$ cat src/rtl/fetch_unit.sv
// Instruction fetch stage: single outstanding imem request, one registered
// output slot plus a one-entry skid buffer, with branch redirect and drop.
module fetch_unit #(
  parameter logic [31:0] RESET_PC  = 32'h0000_0000,
  parameter logic [31:0] NOP_INSTR = 32'h0000_0013
) (
  input  logic        clk,
  input  logic        rst,
  output logic        imem_req,
  output logic [31:0] imem_addr,
  input  logic        imem_ready,
  input  logic [31:0] imem_rdata,
  input  logic        stall,
  input  logic        branch_taken,
  input  logic [31:0] branch_target,
  output logic        instr_valid,
  output logic [31:0] instr,
  output logic [31:0] pc_out,
  output logic [6:0]  Op,
  output logic [2:0]  funct3,
  output logic [6:0]  funct7
);

  typedef enum logic [1:0] {IDLE, REQ, FULL, DROP} state_t;

  typedef struct packed {
    logic [31:0] instr;
    logic [31:0] pc;
  } entry_t;

  state_t      state, state_n;
  logic [31:0] pc, pc_n;
  logic [31:0] hold_addr, hold_n;
  entry_t      out_q, out_n;
  entry_t      skid, skid_n;
  logic        vld_q, vld_n;
  logic        consumed, blocked;

  assign consumed = vld_q & ~stall;
  assign blocked  = vld_q & stall;

  assign imem_req    = (state == REQ) || (state == DROP);
  // The PC already points at the redirect target while the abandoned request
  // is still outstanding, so DROP keeps presenting the original address.
  assign imem_addr   = (state == DROP) ? hold_addr : pc;
  assign instr_valid = vld_q;
  assign instr       = out_q.instr;
  assign pc_out      = out_q.pc;
  assign Op          = out_q.instr[6:0];
  assign funct3      = out_q.instr[14:12];
  assign funct7      = out_q.instr[31:25];

  always_ff @(posedge clk or posedge rst) begin
    if (rst) state <= IDLE;
    else     state <= state_n;
  end

  always_ff @(posedge clk or posedge rst) begin
    if (rst) begin
      pc        <= RESET_PC;
      hold_addr <= RESET_PC;
      out_q     <= {NOP_INSTR, RESET_PC};
      vld_q     <= 1'b0;
      skid      <= '0;
    end else begin
      pc        <= pc_n;
      hold_addr <= hold_n;
      out_q     <= out_n;
      vld_q     <= vld_n;
      skid      <= skid_n;
    end
  end

  always_comb begin
    state_n = state;
    pc_n    = pc;
    hold_n  = hold_addr;
    out_n   = out_q;
    vld_n   = vld_q;
    skid_n  = skid;
    if (branch_taken) begin
      pc_n        = branch_target & 32'hFFFF_FFFC;
      vld_n       = 1'b0;
      out_n.instr = NOP_INSTR;
      skid_n      = '0;
      case (state)
        REQ: begin
          if (imem_ready) state_n = REQ;
          else begin
            state_n = DROP;
            hold_n  = pc;
          end
        end
        DROP:    state_n = imem_ready ? REQ : DROP;
        default: state_n = REQ;
      endcase
    end else begin
      // A consumed slot empties unless this cycle refills it below.
      if (consumed) begin
        vld_n       = 1'b0;
        out_n.instr = NOP_INSTR;
      end
      case (state)
        IDLE: if (!blocked) state_n = REQ;
        REQ: begin
          if (imem_ready) begin
            pc_n = pc + 32'd4;
            if (!blocked) begin
              out_n   = {imem_rdata, pc};
              vld_n   = 1'b1;
              // A held stall would block the slot we just filled.
              state_n = stall ? IDLE : REQ;
            end else begin
              skid_n  = {imem_rdata, pc};
              state_n = FULL;
            end
          end
        end
        FULL: begin
          if (consumed) begin
            out_n   = skid;
            vld_n   = 1'b1;
            skid_n  = '0;
            state_n = IDLE;
          end
        end
        DROP: if (imem_ready) state_n = REQ;
        default: state_n = IDLE;
      endcase
    end
  end

endmodule

$ cat config.mk
export PLATFORM = sky130hd
export DESIGN_NAME = fetch_unit
export DESIGN_NICKNAME = d
export VERILOG_FILES = /design/src/rtl/fetch_unit.sv
export SDC_FILE = /design/constraint.sdc
export NUM_CORES = 1
export LEC_CHECK = 0
export BUFFER_PORTS_ARGS = -buffer_cell sky130_fd_sc_hd__buf_2
export CAP_MARGIN = 20
export CORE_AREA = 3 3 131 133
export CTS_CLUSTER_DIAMETER = 80
export DETAILED_ROUTE_END_ITERATION = 12
export DIE_AREA = 0 0 134 136
export PLACE_DENSITY_LB_ADDON = 0.2
export SETUP_SLACK_MARGIN = 0.02
export SYNTH_ARGS = -nofsm -noshare
export SYNTH_HDL_FRONTEND = slang
export SYNTH_SLANG_ARGS = --single-unit
export TNS_END_PERCENT = 50
$ cat constraint.sdc
create_clock -name clk -period 12.7 [get_ports clk]
set_clock_uncertainty 0.15 [all_clocks]
set_input_delay 0.635 -clock clk [delete_from_list [all_inputs] [get_ports clk]]
set_output_delay 0.635 -clock clk [all_outputs]
set_load 0.05 [all_outputs]
# After elaboration in Yosys (flattened, before gate mapping)
# Index checks and enable logic that the tools add are counted.
[classes]
shift = 0
n_reduce_logical = 12
n_eq_ne = 11
div = 0
muxes = 31
bitwise_logic = 5
add_sub_neg = 1
multipliers = 0
order_cmp = 0
[ops]
columns = ["op", "count"]
rows = [
  ["$mux 64", 7],
  ["$pmux 64 s2", 2],
  ["$mux 32", 6],
  ["$add 32x3->32 const B", 1],
  ["$mux 2", 8],
  ["$ne 3x3->1 const B", 5],
  ["$pmux 2 s4", 1],
  ["$reduce_and 4->1", 2],
  ["$mux 1", 6],
  ["$ne 2x2->1 const B", 3],
  ["$reduce_bool 2->1", 3],
  ["$reduce_and 5->1", 1],
  ["$eq 2x2->1 const B", 2],
  ["$not 1->1", 3],
  ["$reduce_and 3->1", 1],
  ["$reduce_bool 3->1", 1],
  ["$and 1x1->1", 2],
  ["$eq 2x1->1 const B", 1],
  ["$logic_not 2->1", 1],
  ["$pmux 1 s2", 1],
  ["$reduce_and 2->1", 1],
  ["$reduce_or 2->1", 1],
  ["$logic_or 1x1->1", 1],
]
[word_totals]
inputBits = 69
output_inout_bits = 115
latch_bits = 0
wordCells = 68
rom_bits = 0
ram_bits = 0
n_memories = 0
reg_bits = 195

# Depth between registers and ports, before layout
# Gate-level depths: netlist of run 1.
[depth]
ltp_word = 7
depth_mapped = 8

# Worst setup path before layout of run 1
# No wires, ideal clock.
[synth_path]
kind = "register to output"
from = "register state[0]"
to = "output port imem_addr[14]"
required_time_ps = 11915
t_arrival_ps = 2069
setup_slack_ps = 9846
stages_incl_launch_ff = 5
path_cell_list = "dfrtp_1 ha_1 clkbuf_1 clkbuf_1 o21ai_0"
[synth_between]
elab_chain_len = 2
[synth_lines]
columns = ["element", "line_no", "text"]
rows = [
  ["from (decl)", "31", "state_t state, state_n;"],
  ["from (signal assigned)", "55", "else state <= state_n;"],
  ["$eq 2x2->1", "45", "assign imem_addr = (state == DROP) ? hold_addr : pc;"],
  ["$mux 32", "45", ""],
  ["to (decl)", "10", "output logic [31:0] imem_addr,"],
]
# No other way between the ends.

# Worst setup path in the final report of run 1
[layout_path]
from = "input port branch_taken"
to = "register hold_addr[9]"
[layout_between]
elab_chain_len = 1
[layout_lines]
columns = ["element", "line_no", "text"]
rows = [
  ["from (decl)", "14", "input logic branch_taken,"],
  ["$reduce_and 3->1 (no line)", "-", ""],
  ["to (signal assigned)", "67", "hold_addr <= hold_n;"],
  ["to (decl)", "33", "logic [31:0] hold_addr, hold_n;"],
]
# No other way between the ends.
# A chain may end at the register's enable or synchronous reset.

==> results of run 1 <==
[routing by layer]
layer | wire [µm] | share of wire
met1 | 11250 | 0.45
met3 | 1612 | 0.065
met4 | 358 | 0.014
met2 | 11640 | 0.47
met5 | 0 | 0
[per-stage QoR]
step           worst slack [ns]  std cells  cell area [µm²]
2_1_floorplan             6.778        954             9668
3_3_place_gp              9.269       1242            10420
3_5_place_dp              9.238       1242            10420
4_1_cts                   9.547       1274            11040
5_1_grt                   9.363       1275            11060
6_report                  9.601       1275            11060
[state kept, by name, summed over array words and instances (netlist names)]
| signal | cells |
|---|---|
| pc_out | 31 |
| instr | 32 |
| state | 2 |
| pc | 30 |
| skid | 63 |
| instr_valid | 1 |
| hold_addr | 30 |
[critical path, stage by stage]
cell and delay, ns:
buf_2 0.08, buf_4 0.66, inv_1 0.69, or3_1 0.50, buf_4 0.30, mux2_2 0.33
[layout by cell type (no fill, tap or decap), types with 11 or more instances in the layout]
cell | Yosys | routed
clkbuf_16 | 0 | 17
nand2_1 | 93 | 93
a22o_1 | 64 | 64
a21oi_1 | 65 | 63
buf_2 | 30 | 179
buf_4 | 21 | 12
mux2_2 | 83 | 83
nor2_1 | 44 | 43
a22oi_1 | 29 | 29
nand3_1 | 51 | 51
dfrtp_1 | 186 | 186
o21ai_0 | 34 | 34
a21o_1 | 29 | 29
a311oi_1 | 32 | 32
or4_1 | 13 | 13
a31oi_1 | 11 | 11
[kinds of logic after synthesis]
group                      Yosys count  share of synthesized area
adders and majority gates            5                   0.006473
and+or+nand+nor                    247                     0.1238
DFF                                189                     0.4898
buffers and inverters              130                    0.06266
muxes                               84                    0.09775
other                                1                  0.0003880
AOI/OAI and AO/OA                  285                     0.2083
xor gates and xnor gates            12                    0.01088
[power by group through the flow]
| stage | combinational, µW | sequential (µW) | clock [µW] |
|---|---|---|---|
| 2_1_floorplan | 805 | 1220 | 0 |
| 3_3_place_gp | 1380 | 899 | 0 |
| 3_5_place_dp | 1400 | 908 | 0 |
| 4_1_cts | 1400 | 899 | 566 |
| 5_1_grt | 1490 | 923 | 593 |
| 6_report | 1410 | 901 | 562 |
[path summary, 6_finish.rpt]
check,from,to
max,branch_taken,hold_addr[9]
min,rst,pc_out[6]
max reg2reg,state[1],skid[33]
min reg2reg,hold_addr[30],hold_addr[30]
max in group asynchronous,rst,pc_out[27]
min in group clk,branch_target[4],pc[4]
[layout make-up]
class | instances | area [µm²] | share of cell area
Timing Repair Buffer | 192 | 1006 | 0.09098
Inverter | 11 | 48.80 | 0.004413
Multi-Input combinational cell | 635 | 4383 | 0.3964
Clock inverter | 13 | 162.7 | 0.01471
Sequential cell | 189 | 4733 | 0.4281
Tap cell | 216 | 270.3 | 0.02444
Clock buffer | 19 | 452.9 | 0.04096
==> results.yml, run 1 <==
critical_path:
  cp_data_required_time_ns: 12.87
  end_kind: "flop"
  r2r_slack_ns: 9.61
  cp.arrival_ns: 3.27
  cp_max_fo: 77
  path_class: "input pin to flop"
  cp-start-kind: "input pin"
  reg2regPathDepth: 7
clock_tree:
  post_cts_resized: 0
  worstSkewPairLatency_ns: 0.43
  clock_path_buffers: 2
  cts_setup_buffers: 0
  cts.sinks: 189
  clock-root-buffer: "clkbuf_16"
  cts_tree: "built"
  htreeDepth: 4
  clk_pin_slew_ns: 0.07
  cts_buffers: 17
  holdBufCountCts: 0
sta:
  relSlewSlack: 0.3167
  final_max_slew_viol_count: 0
  tightest_slew_ns: 1.025
  period_needed_ns: 3.099
  rsz0062_at_grt: "no"
  setup_viol: 0
  hold_viol_final: 0
  timing.final.crit_share: 0.2440
  hold-worst-slack_ns: 0.2100
  clock.fmax_ghz: 0.3227
  tns_ns: 0
global_route:
  grt_use_met3: 0.05848
  met2_usage: 0.4267
  top_usage_layer: "met2"
  grt_util_all_layers: 0.2718
  overflow: 0
  grt_start_max_net_pins: 115
  use_met1: 0.3856
  antenna_found_initial: 0
  grt_pass1_wl_um: 39690
  first_global_vias: 7620
logic_synthesis:
  yosys.cell_types.count: 48
  synth.area.top_cells: "dfrtp_1 48%, mux2_2 9.7%, a22o_1 5.8%"
  post-synth-top-count-cell: "dfrtp_1"
  ys.flop_type: "dfrtp_1"
  yosysTopAreaCellShare: 0.4816
  synth-edff-count: 0
  synth_common_cells: "186 x dfrtp_1, 93 x nand2_1, 83 x mux2_2"
  syn_area_um2: 9664
  syn_avg_cell_area_um2: 10.14
  synth_cells: 953
  yosys.area.top_type: "dfrtp_1"
  synth-seq-cells: 189
  yosysWarnings: 0
  seq_area_frac_synth: 0.4898
  postSynth.asyncResetShare: 1.000
routing:
  antenna_left: 0
  avgRoutedWirePerCell_um: 19.50
  routed_wl_um: 24860
  drcViolationCount: 0
  drt_iter0_drc: 654
  viasPerCell: 6.249
  drtPass1Iterations: 6
  dr_total_vias: 7967
power_and_ir_drop:
  p_leak_uw: 0.005018
  p_sw_uw: 1389
  p_sw_frac: 0.4842
  power.total_uw: 2868
  p_int_uw: 1479
  seqPwrFrac: 0.314
  clkPwrFrac: 0.196
  power.density_nw_per_um2: 259.4
  combinationalPowerShare: 0.490
  vdd_ir_drop_max_mv: 0.1649
final_layout:
  antennaDiodeCount: 0
  nets: 1120
  fin_util: 0.6935
  num-fill-cells: 1254
  synthToLayoutAreaGrowth_pct: 14.41
  drive_gt1_frac: 0.3069
die:
  start_util: 0.6062
  coreArea_um2: 15940
  die_w_um: 134
  dieHeight_um: 136
  pin_count: 184
  placementRows: 46
  die_area_um2: 18220
min_path:
  min_path_type: "input pin to async pin"
job:
  cap_viol_max_count: 0
placed_design:
  port_buffers: 179
  gp_congestion: 0.8016
  dp_hpwl_um: 15040
run_status:
  outcome: "finished, final reports clean"
Note: power is estimated with default switching activity, not from simulation.
==> run 2, diff against run 1 <==
Settings changed: CORE_AREA 3 3 131 133 to 3 3 142 144, DIE_AREA 0 0 134 136 to 0 0 145 147.
Clock period 12.7 ns to 2.7 ns, I/O delays scaled along.
==> run 2 against run 1 <==
Against the previous run: worst hold slack lost 0.12 ns; sequential share of layout area shrank 3.3 points; count of clock-buffer cells in the layout shrank 1; critical path type is now flop to primary output.
==> results.yml, run 2 (synthesis gave the netlist of run 1 again) <==
sta:
  rsz0062_at_grt: "no"
  setup_viol: 0
  hold-worst-slack_ns: 0.08674
  relSlewSlack: 0.3773
  tightest_slew_ns: 0.9340
  hold_viol_final: 0
  period_needed_ns: 2.485
  clock.fmax_ghz: 0.4025
  timing.final.crit_share: 0.9202
  final_max_slew_viol_count: 0
critical_path:
  cp-start-kind: "flop"
  cp_slowest_stage_delay_ns: 0.44
  cp_max_fo: 14
  slowest_stage: "ha_1"
  path_class: "flop to primary output"
  cp.arrival_ns: 2.20
  cp_data_required_time_ns: 2.41
  path_cells: "ha_1, buf_4, mux2_2, buf_2"
  end_kind: "primary output"
final_layout:
  finalInstanceArea_um2: 11970
  drive_gt1_frac: 0.2991
  fin_util: 0.6356
  final-seq-area_um2: 4733
  nets: 1202
  num-fill-cells: 1559
  top_register: "skid"
  multiInputGateArea_um2: 4397
  mostFrequentLayoutCells: "186 x dfrtp_1, 179 x buf_2, 93 x nand2_1, 83 x mux2_2, 64 x a22o_1"
  largest_reg_flops: 63
  final_common_cell: "dfrtp_1"
  synthToLayoutAreaGrowth_pct: 23.85
die:
  die_area_um2: 21320
  die_w_um: 145
  placementRows: 50
  coreArea_um2: 18830
  start_util: 0.5132
  pin_count: 184
  dieHeight_um: 147
power_and_ir_drop:
  combinationalPowerShare: 0.500
  seqPwrFrac: 0.311
  clkPwrFrac: 0.189
  p_sw_uw: 6575
  power.total_uw: 13610
  p_leak_uw: 0.005382
  p_int_uw: 7033
  vdd_ir_drop_max_mv: 0.7317
  power.density_nw_per_um2: 1137
  p_sw_frac: 0.4832
global_route:
  top_usage_layer: "met2"
  grt_start_max_net_pins: 103
  first_global_vias: 8023
  grt_pass1_wl_um: 42630
  antenna_found_initial: 2
  overflow: 0
  grt_use_met3: 0.04380
  use_met1: 0.3395
  grt_util_all_layers: 0.2430
  met2_usage: 0.3958
placed_design:
  placed_area_um2: 10730
  gp_congestion: 0.7841
  dp_hpwl_um: 16140
  port_buffers: 179
routing:
  antenna_left: 0
  drtPass1Iterations: 5
  viasPerCell: 5.849
  routed_wl_um: 26340
  avgRoutedWirePerCell_um: 18.80
  dr_total_vias: 8194
  drcViolationCount: 0
  drt_iter0_drc: 623
clock_tree:
  clock-root-buffer: "clkbuf_16"
  cts.sinks: 189
  worstSkewPairLatency_ns: 0.43
  cts_tree: "built"
  clk_pin_slew_ns: 0.07
  cts_buffers: 17
  post_cts_resized: 0
  htreeDepth: 4
  clock_path_buffers: 2
run_status:
  outcome: "finished, final reports clean"
job:
  cap_viol_max_count: 0
min_path:
  min_path_type: "input pin to flop"
[run 2: cell types whose count changed in the layout (fill, tap and decap cells not counted), moves of 2 or more]
cell	previous run	this run
dlygate4sd3_1	0	63
buf_4	12	22
buf_12	1	9
clkbuf_8	2	0
clkinvlp_4	2	4
[run 2: path summary, 6_finish.rpt]
path	end	cells after the start	from	slack (ns)
hold / removal	state[1]	3	imem_ready	0.09
min in group asynchronous	pc_out[6]	4	rst	0.26
setup reg to reg	skid[63]	7	state[1]	0.22
setup / recovery	imem_addr[27]	4	state[0]	0.22
max in group asynchronous	instr[25]	4	rst	1.68
hold reg to reg	hold_addr[30]	2	hold_addr[30]	0.33
[run 2: per-stage QoR]
step	setup TNS, ns	cells	setup slack [ns]
2_1_floorplan	-3.166	954	-0.01702
3_3_place_gp	0	1305	0.2857
3_5_place_dp	0	1305	0.1674
4_1_cts	0	1399	0.1509
5_1_grt	0	1401	0.05057
6_report	0	1401	0.2153
[run 2: final cells by class]
type                    instances  share of cell area
diodes                          1           0.0002091
clock buffers                  18             0.03586
clock inverters                13             0.01380
inverters                      11            0.003763
multi-input cells             636              0.3673
flip-flops and latches        189              0.3955
well taps                     260             0.02718
repair buffers                273              0.1564
[run 2: power groups by stage]
| stage | Combinational, µW | Sequential [µW] | Clock [µW] |
|---|---|---|---|
| global placement | 6660 | 4240 | 0 |
| CTS | 6820 | 4220 | 2630 |
| finish | 6800 | 4240 | 2570 |
| floorplan | 3790 | 5730 | 0 |
| detailed placement | 6720 | 4280 | 0 |
| global route | 7190 | 4360 | 2740 |
[run 2: repair_timing]
item,CTS,global route
hold buffers,63,0
buffers inserted,0,0
setup endpoints to repair,0,31
endpoints found under the hold margin,280,0
[run 2: worst max-delay path: cells and delay by family (launching register included)]
family | cells | cell delay [ns]
buffers and inverters | 2 | 0.54
adders and majority gates | 1 | 0.44
DFF | 1 | 0.40
muxes | 1 | 0.39
[run 2: layer usage]
layer  vias up  wire length [µm]
met4         2               333
met3        27              1468
met2       279             12610
li1       3834                 -
met5         -                 7
met1      4052             11930
